[src/rtl/alu_seq_if.sv]
// rtl/alu_seq_if.sv - command, ALU-issue and response signal bundle for alu_seq
// slave is the sequencer side; master is the command source plus external ALU.
interface alu_seq_if #(
  parameter int W = 4
);
  logic         cmd_valid;
  logic         cmd_ready;
  logic [3:0]   cmd_op;
  logic [1:0]   cmd_rd;
  logic [1:0]   cmd_rs1;
  logic [1:0]   cmd_rs2;
  logic         cmd_imm_en;
  logic [W-1:0] cmd_imm;
  logic         cmd_we;

  logic [W-1:0] alu_a;
  logic [W-1:0] alu_b;
  logic [3:0]   alu_op;
  logic [W-1:0] alu_result;
  logic         alu_carry;
  logic         alu_zero;

  logic         rsp_valid;
  logic         rsp_ready;
  logic [W-1:0] rsp_result;
  logic         rsp_carry;
  logic         rsp_zero;
  logic         rsp_err;

  modport slave (
    input  cmd_valid, cmd_op, cmd_rd, cmd_rs1, cmd_rs2, cmd_imm_en, cmd_imm, cmd_we,
    input  alu_result, alu_carry, alu_zero,
    input  rsp_ready,
    output cmd_ready,
    output alu_a, alu_b, alu_op,
    output rsp_valid, rsp_result, rsp_carry, rsp_zero, rsp_err
  );

  modport master (
    output cmd_valid, cmd_op, cmd_rd, cmd_rs1, cmd_rs2, cmd_imm_en, cmd_imm, cmd_we,
    output alu_result, alu_carry, alu_zero,
    output rsp_ready,
    input  cmd_ready,
    input  alu_a, alu_b, alu_op,
    input  rsp_valid, rsp_result, rsp_carry, rsp_zero, rsp_err
  );
endinterface

[src/rtl/alu_seq.sv]
// rtl/alu_seq.sv - register-file sequencer issuing one command at a time to an external ALU
// Flow: accept in IDLE, one EXEC cycle, hold the response in RESP until consumed.
module alu_seq #(
  parameter int W    = 4,
  parameter int NREG = 4
) (
  input  logic      clk,
  input  logic      rst_n,
  alu_seq_if.slave  bus
);

  localparam int AW = $clog2(NREG);

  typedef enum logic [1:0] {
    IDLE = 2'd0,
    EXEC = 2'd1,
    RESP = 2'd2
  } state_t;

  state_t         state;
  state_t         state_nx;
  logic           started;
  logic [W-1:0]   regs [NREG];
  logic [AW-1:0]  rd_q;
  logic           we_q;
  logic [W-1:0]   alu_a_q;
  logic [W-1:0]   alu_b_q;
  logic [3:0]     alu_op_q;
  logic [W-1:0]   rsp_result_q;
  logic           rsp_carry_q;
  logic           rsp_zero_q;
  logic           rsp_err_q;

  logic           accept;
  logic           legal;
  logic           single_op;
  logic [W-1:0]   op_a;
  logic [W-1:0]   op_b;

  function automatic logic is_legal(input logic [3:0] op);
    case (op)
      4'b0000, 4'b0001, 4'b0010, 4'b0100,
      4'b0101, 4'b0110, 4'b1111: is_legal = 1'b1;
      default:                   is_legal = 1'b0;
    endcase
  endfunction

  // Single-operand ops (NOT A, PASS A) take the immediate on the A side.
  always_comb begin
    legal     = is_legal(bus.cmd_op);
    single_op = (bus.cmd_op == 4'b0100) || (bus.cmd_op == 4'b1111);
    op_a      = regs[bus.cmd_rs1];
    op_b      = regs[bus.cmd_rs2];
    if (bus.cmd_imm_en) begin
      if (single_op) begin
        op_a = bus.cmd_imm;
      end else begin
        op_b = bus.cmd_imm;
      end
    end
  end

  always_comb begin
    state_nx = state;
    accept   = 1'b0;
    case (state)
      IDLE: begin
        if (bus.cmd_valid && started) begin
          accept   = 1'b1;
          state_nx = legal ? EXEC : RESP;
        end
      end
      EXEC: begin
        state_nx = RESP;
      end
      RESP: begin
        if (bus.rsp_ready) begin
          state_nx = IDLE;
        end
      end
      default: begin
        state_nx = IDLE;
      end
    endcase
  end

  // started keeps cmd_ready low until the first edge after reset release.
  always_ff @(posedge clk or negedge rst_n) begin
    if (!rst_n) begin
      state   <= IDLE;
      started <= 1'b0;
    end else begin
      state   <= state_nx;
      started <= 1'b1;
    end
  end

  always_ff @(posedge clk or negedge rst_n) begin
    if (!rst_n) begin
      for (int i = 0; i < NREG; i++) begin
        regs[i] <= '0;
      end
      rd_q         <= '0;
      we_q         <= 1'b0;
      alu_a_q      <= '0;
      alu_b_q      <= '0;
      alu_op_q     <= '0;
      rsp_result_q <= '0;
      rsp_carry_q  <= 1'b0;
      rsp_zero_q   <= 1'b0;
      rsp_err_q    <= 1'b0;
    end else begin
      if (accept && legal) begin
        alu_a_q  <= op_a;
        alu_b_q  <= op_b;
        alu_op_q <= bus.cmd_op;
        rd_q     <= bus.cmd_rd;
        we_q     <= bus.cmd_we;
      end
      if (accept && !legal) begin
        rsp_result_q <= '0;
        rsp_carry_q  <= 1'b0;
        rsp_zero_q   <= 1'b0;
        rsp_err_q    <= 1'b1;
      end
      // The only register-file write path: the EXEC->RESP edge.
      if (state == EXEC) begin
        rsp_result_q <= bus.alu_result;
        rsp_carry_q  <= bus.alu_carry;
        rsp_zero_q   <= bus.alu_zero;
        rsp_err_q    <= 1'b0;
        if (we_q) begin
          regs[rd_q] <= bus.alu_result;
        end
      end
    end
  end

  assign bus.cmd_ready  = started && (state == IDLE);
  assign bus.rsp_valid  = (state == RESP);
  assign bus.alu_a      = alu_a_q;
  assign bus.alu_b      = alu_b_q;
  assign bus.alu_op     = alu_op_q;
  assign bus.rsp_result = rsp_result_q;
  assign bus.rsp_carry  = rsp_carry_q;
  assign bus.rsp_zero   = rsp_zero_q;
  assign bus.rsp_err    = rsp_err_q;

endmodule

[src/flat_wrapper.sv]
// flat-port wrapper written by rule: the top's interface ports become plain ports
module alu_seq_flat 
#(
  parameter int W    = 4,
  parameter int NREG = 4
)
  (clk, rst_n, bus_cmd_valid, bus_cmd_op, bus_cmd_rd, bus_cmd_rs1, bus_cmd_rs2, bus_cmd_imm_en, bus_cmd_imm, bus_cmd_we, bus_alu_result, bus_alu_carry, bus_alu_zero, bus_rsp_ready, bus_cmd_ready, bus_alu_a, bus_alu_b, bus_alu_op, bus_rsp_valid, bus_rsp_result, bus_rsp_carry, bus_rsp_zero, bus_rsp_err);
  alu_seq_if #(.W(W)) bus_i ();
  input  logic clk;
  input  logic rst_n;
  input wire logic [$bits(bus_i.cmd_valid)-1:0] bus_cmd_valid;
  input wire logic [$bits(bus_i.cmd_op)-1:0] bus_cmd_op;
  input wire logic [$bits(bus_i.cmd_rd)-1:0] bus_cmd_rd;
  input wire logic [$bits(bus_i.cmd_rs1)-1:0] bus_cmd_rs1;
  input wire logic [$bits(bus_i.cmd_rs2)-1:0] bus_cmd_rs2;
  input wire logic [$bits(bus_i.cmd_imm_en)-1:0] bus_cmd_imm_en;
  input wire logic [$bits(bus_i.cmd_imm)-1:0] bus_cmd_imm;
  input wire logic [$bits(bus_i.cmd_we)-1:0] bus_cmd_we;
  input wire logic [$bits(bus_i.alu_result)-1:0] bus_alu_result;
  input wire logic [$bits(bus_i.alu_carry)-1:0] bus_alu_carry;
  input wire logic [$bits(bus_i.alu_zero)-1:0] bus_alu_zero;
  input wire logic [$bits(bus_i.rsp_ready)-1:0] bus_rsp_ready;
  output wire logic [$bits(bus_i.cmd_ready)-1:0] bus_cmd_ready;
  output wire logic [$bits(bus_i.alu_a)-1:0] bus_alu_a;
  output wire logic [$bits(bus_i.alu_b)-1:0] bus_alu_b;
  output wire logic [$bits(bus_i.alu_op)-1:0] bus_alu_op;
  output wire logic [$bits(bus_i.rsp_valid)-1:0] bus_rsp_valid;
  output wire logic [$bits(bus_i.rsp_result)-1:0] bus_rsp_result;
  output wire logic [$bits(bus_i.rsp_carry)-1:0] bus_rsp_carry;
  output wire logic [$bits(bus_i.rsp_zero)-1:0] bus_rsp_zero;
  output wire logic [$bits(bus_i.rsp_err)-1:0] bus_rsp_err;
  assign bus_i.cmd_valid = bus_cmd_valid;
  assign bus_i.cmd_op = bus_cmd_op;
  assign bus_i.cmd_rd = bus_cmd_rd;
  assign bus_i.cmd_rs1 = bus_cmd_rs1;
  assign bus_i.cmd_rs2 = bus_cmd_rs2;
  assign bus_i.cmd_imm_en = bus_cmd_imm_en;
  assign bus_i.cmd_imm = bus_cmd_imm;
  assign bus_i.cmd_we = bus_cmd_we;
  assign bus_i.alu_result = bus_alu_result;
  assign bus_i.alu_carry = bus_alu_carry;
  assign bus_i.alu_zero = bus_alu_zero;
  assign bus_i.rsp_ready = bus_rsp_ready;
  assign bus_cmd_ready = bus_i.cmd_ready;
  assign bus_alu_a = bus_i.alu_a;
  assign bus_alu_b = bus_i.alu_b;
  assign bus_alu_op = bus_i.alu_op;
  assign bus_rsp_valid = bus_i.rsp_valid;
  assign bus_rsp_result = bus_i.rsp_result;
  assign bus_rsp_carry = bus_i.rsp_carry;
  assign bus_rsp_zero = bus_i.rsp_zero;
  assign bus_rsp_err = bus_i.rsp_err;
  alu_seq #(.W(W), .NREG(NREG)) u_core (.clk(clk), .rst_n(rst_n), .bus(bus_i));
endmodule
[config.mk]
export PLATFORM = sky130hd
export DESIGN_NAME = alu_seq_flat
export DESIGN_NICKNAME = d
export VERILOG_FILES = /design/src/rtl/alu_seq_if.sv /design/src/rtl/alu_seq.sv /design/src/flat_wrapper.sv
export SDC_FILE = /design/constraint.sdc
export NUM_CORES = 1
export LEC_CHECK = 0
export BUFFER_PORTS_ARGS = -buffer_cell sky130_fd_sc_hd__buf_4
export CORE_MARGIN = 2
export CORE_UTILIZATION = 52
export DETAILED_ROUTE_END_ITERATION = 12
export PLACE_DENSITY = 0.78
export RECOVER_POWER = 50
export SKIP_CTS_REPAIR_TIMING = 1
export SYNTH_ARGS = -nofsm -noshare
export SYNTH_HDL_FRONTEND = slang
export SYNTH_SLANG_ARGS = --single-unit
[constraint.sdc]
create_clock -name clk -period 2.15 [get_ports clk]
set_input_delay 0 -clock clk [delete_from_list [all_inputs] [get_ports clk]]
set_output_delay 0 -clock clk [all_outputs]
set_load 0.05 [all_outputs]
==> flow_summary.json, run 1 <==
{
  "tightest_slew_ns": 0.982,
  "ctsHtreeMaxLevel": 2,
  "dp_hpwl_mm": 3.02,
  "p_per_area_nw_per_um2": 1290,
  "endpoint_kind": "flip-flop",
  "path_buf_inv": 1,
  "wl_mm": 4.00,
  "drc": 0,
  "cp-start-kind": "flip-flop",
  "synth_seq_area_share": 0.535,
  "vdd_drop_max_uv": 830,
  "final-setup-viol-count": 0,
  "status": "finished, violations left",
  "cp.depth": 5,
  "die_h_um": 64.8,
  "cts_tree": "built",
  "period_minus_slack_ns": 1.74,
  "grt_pass1_wl_mm": 6.62,
  "syn_area_per_cell_um2": 13.1,
  "critical_path_required_ns": 2.36,
  "diodes": 0,
  "hold_path_end": "u_core.state[1]$_DFFE_PN0P_",
  "die_x_um": 64.8,
  "synth_ff_type": "dfrtp_1",
  "tns_ns": 0,
  "yosys.area.top_type": "dfrtp_1",
  "numCtsBuffers": 5,
  "num_vias": 1407,
  "clk_latency_ns": 0.29,
  "r2r_end": "u_core.bus.alu_a[2]$_DFFE_PN0P_",
  "async_flop_share": 1.00,
  "grt_start_max_net_pins": 42,
  "violations": "negative hold slack",
  "grt_util_all_layers": 0.209,
  "rsz0062_at_grt": "false",
  "crit_fanout": 16,
  "leakage_nw": 1.12,
  "wire_per_inst_um": 15.5,
  "syn_inst": 147,
  "antenna_found_initial": 0,
  "synth-edff-count": 0,
  "clk_path_buf_depth": 2,
  "drive_gt1_frac": 0.355,
  "r2r_slack_ns": 0.41,
  "place_congestion": 0.755,
  "rr_worst_depth": 5,
  "max-slew-margin-rel": 0.345,
  "top_level_ports": 47,
  "r2r-start": "u_core.state[0]$_DFFE_PN0P_",
  "antenna_left": 0,
  "finalMaxSlewViolations": 0,
  "max_stage_delay_ns": 0.44,
  "synth_nets": 173,
  "vias_per_cell": 5.43,
  "coreArea_um2": 3610,
  "crit_slowest_cell": "dfrtp_1",
  "ys_top_cells_by_area": "dfrtp_1 (53%), mux2_2 (11%), mux4_2 (9.4%), mux2i_1 (3.7%), nand2_1 (3.3%)",
  "ys_ff_latch": 41,
  "syn-cell-area_um2": 1920,
  "firstDrtPassIters": 4,
  "fin_nets": 237,
  "cts-root-buf": "clkbuf_8",
  "period_share": 0.810,
  "grt_pass1_vias": 1365,
  "port_buffers": 46,
  "hold_viol": 2,
  "crit_arrival_ns": 1.95,
  "synth.top_cell.area_share": 0.535,
  "rows": 22,
  "dr.first_iter.drc_count": 30,
  "clock.fmax_ghz": 0.574,
  "cts_sinks": 41,
  "initial_core_util": 0.532,
  "hold_class": "in2reg",
  "cpLargestDelayFamily": "compound AO/OA/AOI/OAI gates",
  "fin_worst_skew_ns": 0.00540,
  "path_class": "reg2reg",
  "synthDistinctLibCells": 32,
  "grt_overflow_total": 0,
  "holdPathStages": 3,
  "worstPathCellList": "nand4bb_1 > a21oi_2 > buf_4 > nor2_1 > a31oi_1",
  "synth_warnings": 0,
  "hold_ws_ns": -0.00713,
  "worst_hold_startpoint": "bus_rsp_ready",
  "syn2layout_area_growth_pct": 29.7,
  "cts.clk_slew.worst_paths_ns": 0.07,
  "cap_viol_max_count": 0,
  "dieArea_um2": 4190
}
kinds of logic (layout without fill, tap and decap cells):
| kind of cell | after synthesis | count (layout) | synth area share |
|---|---|---|---|
| AND/OR/NAND/NOR | 42 | 42 | 0.124 |
| flip-flops | 41 | 41 | 0.535 |
| multiplexers | 37 | 37 | 0.259 |
| AO/OA/AOI/OAI | 23 | 23 | 0.0698 |
| buffers and inverters | 3 | 67 | 0.0104 |
| other | 1 | 1 | 0.00195 |
how the worst max path moves through the flow:
stage | slack, ns | to | start
after floorplan | 0.57 | bus_cmd_ready | u_core.state[1]$_DFFE_PN0P_
after global placement | 0.51 | u_core.regs[5]$_DFFE_PN0P_ | u_core.state[1]$_DFFE_PN0P_
after detailed placement | 0.44 | u_core.regs[5]$_DFFE_PN0P_ | u_core.state[1]$_DFFE_PN0P_
after CTS | 0.41 | u_core.regs[5]$_DFFE_PN0P_ | u_core.state[1]$_DFFE_PN0P_
after global routing | 0.31 | u_core.bus.alu_a[2]$_DFFE_PN0P_ | u_core.state[0]$_DFFE_PN0P_
final | 0.41 | u_core.bus.alu_a[2]$_DFFE_PN0P_ | u_core.state[0]$_DFFE_PN0P_
registers in the layout (all words and copies together) (netlist names):
| name | count |
|---|---|
| u_core.bus.alu_a | 4 |
| u_core.bus.alu_b | 4 |
| u_core.bus.alu_op | 4 |
| u_core.bus.rsp_carry | 1 |
| u_core.bus.rsp_err | 1 |
| u_core.bus.rsp_result | 4 |
| u_core.bus.rsp_zero | 1 |
| u_core.rd_q | 2 |
| u_core.regs | 16 |
| u_core.started | 1 |
| u_core.state | 2 |
| u_core.we_q | 1 |
per-stage QoR:
step / worst slack [ns] / total power, W / util / instances / cell area, um2
after floorplan: 0.572 / 0.00231 / - / 147 / 1920
after global placement: 0.512 / 0.00276 / 0.641 / 239 / 2310
after detailed placement: 0.439 / 0.00281 / 0.641 / 239 / 2310
after CTS: 0.413 / 0.00330 / 0.665 / 246 / 2400
after global routing: 0.309 / 0.00338 / 0.690 / 259 / 2490
final: 0.409 / 0.00321 / 0.690 / 259 / 2490
cell usage after synthesis, drive strengths merged (2+ instances only):
cell type and n:
nand4 2, mux2i 7, mux2 22, nand2 18, a21oi 8, nor3b 2, o21ai 9, nor2 11
mux4 8, o211ai 2, dfrtp 41, buf 3
layout make-up:
cell class	instances	area (um2)
fill	276	1120
sequential	41	1030
multi-input combinational	103	873
timing repair buffer	60	443
clock buffer	7	86.3
tap	48	60.1
report_power, final:
part,total (W),internal [W],switching [W]
registers,0.00127,0.00105,0.000213
clock network,0.000492,0.000254,0.000237
logic,0.00145,0.000483,0.000970
total,0.00321,0.00179,0.00142
layout by cell type (no fill, tap or decap):
cell type       n
conb_1          1
o21ai_1         1
nand4bb_1       1
nand3b_1        1
dfrtp_1        41
o21ai_0         8
nor4b_2         1
clkbuf_8        6
mux2_1          3
a21oi_2         1
nor2b_1         1
mux2i_1         7
nand4_1         2
nand2_1        17
a21o_1          1
and2b_1         1
nand4b_1        1
a31oi_1         1
nor2_1         11
nor3b_1         1
dlygate4sd3_1  13
mux2_2         19
and4_1          1
buf_4          36
a21oi_1         7
nand2b_1        1
clkbuf_2        1
o21a_1          1
nand2_2         1
o31a_1          1
o211ai_1        2
nor3_4          1
clkbuf_1       11
nor3b_4         1
mux4_2          8
layer usage:
layer	global-route usage	wire length, um	share of wire	vias to the layer above
li1	-	-	-	665
met1	0.256	1710	0.43	691
met2	0.353	1980	0.49	42
met3	0.0521	229	0.057	9
met4	0.0878	86	0.021	0
met5	0	0	0	-
worst register-to-register path, stage by stage (launching register included):
cell	delay [ns]
dfrtp_1	0.44
nand4bb_1	0.33
a21oi_2	0.42
buf_4	0.29
nor2_1	0.06
a31oi_1	0.13
(Power assumes the default switching activity.)
==> run 2: changes to the inputs <==
Settings changed: CORE_UTILIZATION 52 to 47, PLACE_DENSITY 0.78 to 0.74.
Clock period 2.15 ns to 1.5 ns, I/O delays scaled along.
==> run 2 against run 1 <==
  * The flow finishes with violations (negative hold slack, negative setup slack)
  * Power is 51% higher
  * Hold slack lost 0.024 ns
  * First-iteration DRC count rose by 120%
  * Sequential share of layout area fell by 2.6 points
  * Critical path type unchanged
  * Largest cell class unchanged
  * Highest routed layer unchanged
==> flow_summary.json, run 2 (synthesized netlist as in run 1, its figures left out) <==
{
  "grt_util_all_layers": 0.202,
  "num_vias": 1439,
  "clock.fmax_ghz": 0.647,
  "drive_gt1_frac": 0.439,
  "vdd_drop_max_uv": 934,
  "hold_class": "in2reg",
  "rows": 23,
  "dr.first_iter.drc_count": 66,
  "hold_viol": 2,
  "numCtsBuffers": 5,
  "final-setup-viol-count": 12,
  "leakage_nw": 1.22,
  "regMostFlops": "u_core.regs",
  "grt_start_max_net_pins": 42,
  "postLayoutCellArea_um2": 2660,
  "clk_path_buf_depth": 2,
  "final_common_cell": "buf_4",
  "hold_ws_ns": -0.0309,
  "port_buffers": 46,
  "fin_nets": 246,
  "crit_arrival_ns": 1.73,
  "cts_tree": "built",
  "grt_pass1_wl_mm": 6.64,
  "firstDrtPassIters": 4,
  "violations": "negative hold slack, negative setup slack",
  "max-slew-margin-rel": 0.333,
  "syn2layout_area_growth_pct": 38.7,
  "ctsHtreeMaxLevel": 2,
  "tns_ns": -0.398,
  "dp_hpwl_mm": 3.14,
  "endpoint_kind": "flip-flop",
  "clk_latency_ns": 0.30,
  "initial_core_util": 0.483,
  "rsz0062_at_grt": "true",
  "crit_fanout": 4,
  "diodes": 0,
  "coreArea_um2": 3970,
  "drc": 0,
  "dieArea_um2": 4610,
  "vias_per_cell": 5.31,
  "cts-root-buf": "clkbuf_8",
  "cap_viol_max_count": 0,
  "period_share": 1.03,
  "grt_pass1_vias": 1380,
  "path_class": "reg2reg",
  "wl_mm": 4.32,
  "cts.clk_slew.worst_paths_ns": 0.08,
  "setup_ws_ns": -0.0467,
  "final_cell_mix": "buf_4 (50), dfrtp_1 (40), nand2_1 (17), mux2_2 (14), dlygate4sd3_1 (14)",
  "critical_path_required_ns": 1.68,
  "cts_sinks": 41,
  "fin_worst_skew_ns": 0.00846,
  "finalPower_w": 0.00484,
  "status": "finished, violations left",
  "tightest_slew_ns": 1.00,
  "finalMaxSlewViolations": 0,
  "multi_input_area_um2": 927,
  "register_area_um2": 1030,
  "die_x_um": 67.9,
  "period_minus_slack_ns": 1.55,
  "nFillCells": 294,
  "largest_reg_flops": 16,
  "placed_area_um2": 2380,
  "grt_overflow_total": 0,
  "antenna_left": 0,
  "antenna_found_initial": 0,
  "p_per_area_nw_per_um2": 1820,
  "die_h_um": 67.9,
  "top_level_ports": 47,
  "wire_per_inst_um": 15.9,
  "place_congestion": 0.811,
  "cp-start-kind": "flip-flop"
}
[run 2: changes by cell type in the layout (fill, tap and decap cells not counted), moves of 2 or more]
cell	before	now
mux2_4	0	5
clkinv_2	0	2
buf_4	36	50
mux2_2	19	14
clkbuf_1	11	2
[run 2: path summary, 6_finish.rpt]
| path | slack (ns) | start | end | cells past startpoint |
|---|---|---|---|---|
| worst min register to register | 0.50 | u_core.bus.rsp_err$_DFFE_PN0P_ | u_core.bus.rsp_err$_DFFE_PN0P_ | 1 |
| max in group asynchronous | 0.43 | rst_n | u_core.state[1]$_DFFE_PN0P_ | 2 |
| worst max register to register | -0.05 | u_core.state[1]$_DFFE_PN0P_ | u_core.regs[6]$_DFFE_PN0P_ | 4 |
| min in group asynchronous | 0.40 | rst_n | u_core.bus.alu_op[3]$_DFFE_PN0P_ | 2 |
| worst max-delay path | -0.05 | u_core.state[1]$_DFFE_PN0P_ | u_core.regs[6]$_DFFE_PN0P_ | 4 |
| worst min-delay path | -0.03 | bus_rsp_ready | u_core.state[1]$_DFFE_PN0P_ | 3 |
[run 2: power by group]
| part | total [W] | leakage, nW | internal, W | switching (W) |
|---|---|---|---|---|
| combinational | 0.00230 | 0.676 | 0.000878 | 0.00142 |
| clock | 0.000708 | 0.0439 | 0.000321 | 0.000387 |
| sequential | 0.00183 | 0.503 | 0.00151 | 0.000322 |
| total | 0.00484 | 1.22 | 0.00271 | 0.00213 |
[run 2: layout make-up]
| class | instances | share of cell area |
|---|---|---|
| repair buffers | 69 | 0.210 |
| multi-input cells | 103 | 0.348 |
| clock buffers | 5 | 0.0258 |
| clock inverters | 3 | 0.00658 |
| flip-flops and latches | 41 | 0.386 |
| well taps | 50 | 0.0235 |
[run 2: worst max-delay path, cell delays in order (launching register included)]
cell and delay [ns]:
dfrtp_2 0.43, and2b_2 0.25, nand2_4 0.07, nor3b_4 0.34
mux2_4 0.33
[run 2: routing by layer]
layer  vias to the layer above  global-route usage  wire length (um)
li1                        688                   -                 -
met1                       699               0.267              1890
met2                        43               0.310              2090
met3                         9              0.0510               220
met4                         0               0.103               119
met5                         -                   0                 0
[run 2: per-stage QoR]
step,std cells,setup WS (ns),util
floorplan,147,-0.0280,-
global placement,248,-0.0303,0.600
detailed placement,248,-0.0856,0.600
CTS,256,-0.0975,0.621
global route,271,-0.0875,0.670
finish,271,-0.0467,0.670
==> run 3: changes to the inputs <==
Settings changed: CORE_ASPECT_RATIO set to 2, REMOVE_ABC_BUFFERS set to 1.
==> run 3 against run 2 <==
  * The flow still finishes with violations (negative hold slack, negative setup slack)
  * Fmax shrank 0.94%
  * Global-route usage fell by 0.71 points
  * Via count is 1.1% higher
  * Routed wire length is 1.5% higher
  * Sequential cell count unchanged
  * Clock skew decreased by 0.0040 ns
  * Register-to-register slack barely moved
  * Count of clock-buffer cells in the layout is the same
  * Die area up 0.66%
  * Non-clock buffer count rose by 3
  * Core utilization rose by 0.58 points
  * Largest power group unchanged
==> flow_summary.json, run 3 (synthesized netlist as in run 1, its figures left out) <==
{
  "postLayoutCellArea_um2": 2630,
  "rsz0062_at_grt": "true",
  "grt_util_all_layers": 0.195,
  "fin_nets": 249,
  "crit_fanout": 4,
  "top_level_ports": 47,
  "path_buf_inv": 0,
  "p_per_area_nw_per_um2": 1810,
  "status": "finished, violations left",
  "port_buffers": 46,
  "clk_path_buf_depth": 2,
  "coreArea_um2": 3880,
  "power_frac_seq": 0.383,
  "leakage_nw": 1.23,
  "endpoint_kind": "flip-flop",
  "vias_per_cell": 5.33,
  "rows": 32,
  "grt_pass1_wl_mm": 6.91,
  "numCtsBuffers": 5,
  "crit_slowest_cell": "dfrtp_1",
  "p_sw_frac": 0.435,
  "max-slew-margin-rel": 0.327,
  "die_h_um": 94.4,
  "hold_class": "in2reg",
  "p_int_w": 0.00269,
  "syn2layout_area_growth_pct": 36.8,
  "place_congestion": 0.778,
  "max_stage_delay_ns": 0.40,
  "dieArea_um2": 4640,
  "finalMaxSlewViolations": 0,
  "num_vias": 1455,
  "violations": "negative hold slack, negative setup slack",
  "fin_worst_skew_ns": 0.00444,
  "cp-start-kind": "flip-flop",
  "drive_gt1_frac": 0.446,
  "setup_ws_ns": -0.0614,
  "regMostFlops": "u_core.regs",
  "period_share": 1.04,
  "ctsHtreeMaxLevel": 2,
  "crit_arrival_ns": 1.73,
  "cts-root-buf": "clkbuf_8",
  "hold_viol": 1,
  "holdPathStages": 3,
  "largest_reg_flops": 16,
  "wire_per_inst_um": 16.1,
  "dr.first_iter.drc_count": 18,
  "clockPowerShare": 0.135,
  "path_class": "reg2reg",
  "die_x_um": 49.2,
  "final_cell_mix": "buf_4 (56), dfrtp_1 (40), mux2_2 (18), nand2_1 (17), dlygate4sd3_1 (13)",
  "clk_latency_ns": 0.28,
  "switchingPower_w": 0.00207,
  "cts_sinks": 41,
  "antenna_found_initial": 0,
  "antenna_left": 0,
  "placed_area_um2": 2380,
  "cp.depth": 4,
  "final_util": 0.676,
  "rr_worst_depth": 4,
  "grt_start_max_net_pins": 42,
  "tns_ns": -0.219,
  "final_common_cell": "buf_4",
  "grt_overflow_total": 0,
  "critical_path_required_ns": 1.67,
  "tightest_slew_ns": 1.01,
  "period_minus_slack_ns": 1.56,
  "firstDrtPassIters": 3,
  "dp_hpwl_mm": 3.33,
  "initial_core_util": 0.494,
  "cts.clk_slew.worst_paths_ns": 0.07,
  "comb_power_share": 0.481,
  "wl_mm": 4.38,
  "vdd_drop_max_uv": 1410,
  "diodes": 0,
  "finalPower_w": 0.00476,
  "clock.fmax_ghz": 0.640,
  "cap_viol_max_count": 0,
  "drc": 0,
  "worstPathCellList": "and2b_2 > nand2_4 > nor3b_4 > mux2_2",
  "hold_ws_ns": -0.00387,
  "grt_pass1_vias": 1479,
  "cts_tree": "built",
  "cpLargestDelayFamily": "simple AND/OR/NAND/NOR gates",
  "final-setup-viol-count": 8
}
-- run 3: changes by cell type in the layout (fill, tap and decap cells not counted), sizes merged --
cell         change
clkbuf           -2
dlygate4sd3      -1
clkinvlp         -1
buf              +6
clkinv           -1
-- run 3: power by group through the flow --
stage	sequential, W	combinational, W	clock [W]
2_1_floorplan	0.00266	0.000638	0
3_3_place_gp	0.00179	0.00220	0
3_5_place_dp	0.00184	0.00224	0
4_1_cts	0.00182	0.00225	0.000670
5_1_grt	0.00187	0.00241	0.000711
6_report	0.00183	0.00229	0.000644
-- run 3: cell type report --
class / instances / area [um2]
clock buffer: 5 / 68.8
clock inverter: 1 / 5.00
fill: 319 / 1260
multi-input combinational: 103 / 883
sequential: 41 / 1030
tap: 51 / 63.8
timing repair buffer: 72 / 578
-- run 3: final timing paths --
check	from	to	slack, ns
worst max-delay path	u_core.state[1]$_DFFE_PN0P_	u_core.regs[5]$_DFFE_PN0P_	-0.06
worst min-delay path	bus_rsp_ready	u_core.state[1]$_DFFE_PN0P_	-0.004
worst max register to register	u_core.state[1]$_DFFE_PN0P_	u_core.regs[5]$_DFFE_PN0P_	-0.06
worst min register to register	u_core.bus.rsp_err$_DFFE_PN0P_	u_core.bus.rsp_err$_DFFE_PN0P_	0.50
max in group asynchronous	rst_n	u_core.state[0]$_DFFE_PN0P_	0.39
min in group asynchronous	rst_n	u_core.regs[11]$_DFFE_PN0P_	0.42
-- run 3: metal layers --
metal | vias to the layer above | global-route usage | part of all wire
li1 | 694 | - | -
met1 | 726 | 0.214 | 0.34
met2 | 31 | 0.361 | 0.62
met3 | 4 | 0.0396 | 0.029
met4 | 0 | 0.0738 | 0.010
met5 | - | 0 | 0
-- run 3: worst reg2reg max path, cell delays in order (launching register included) --
cell     delay (ns)
dfrtp_1        0.40
and2b_2        0.28
nand2_4        0.08
nor3b_4        0.31
mux2_2         0.38
-- run 3: stage by stage --
step | instances | hold slack, ns | setup slack (ns)
finish | 273 | -0.00387 | -0.0614
global route | 273 | 0.00685 | -0.0837
CTS | 256 | -0.301 | -0.0905
detailed placement | 250 | 0.00593 | -0.0702
global placement | 250 | -0.00229 | 0.0105
floorplan | 144 | -0.296 | -0.272
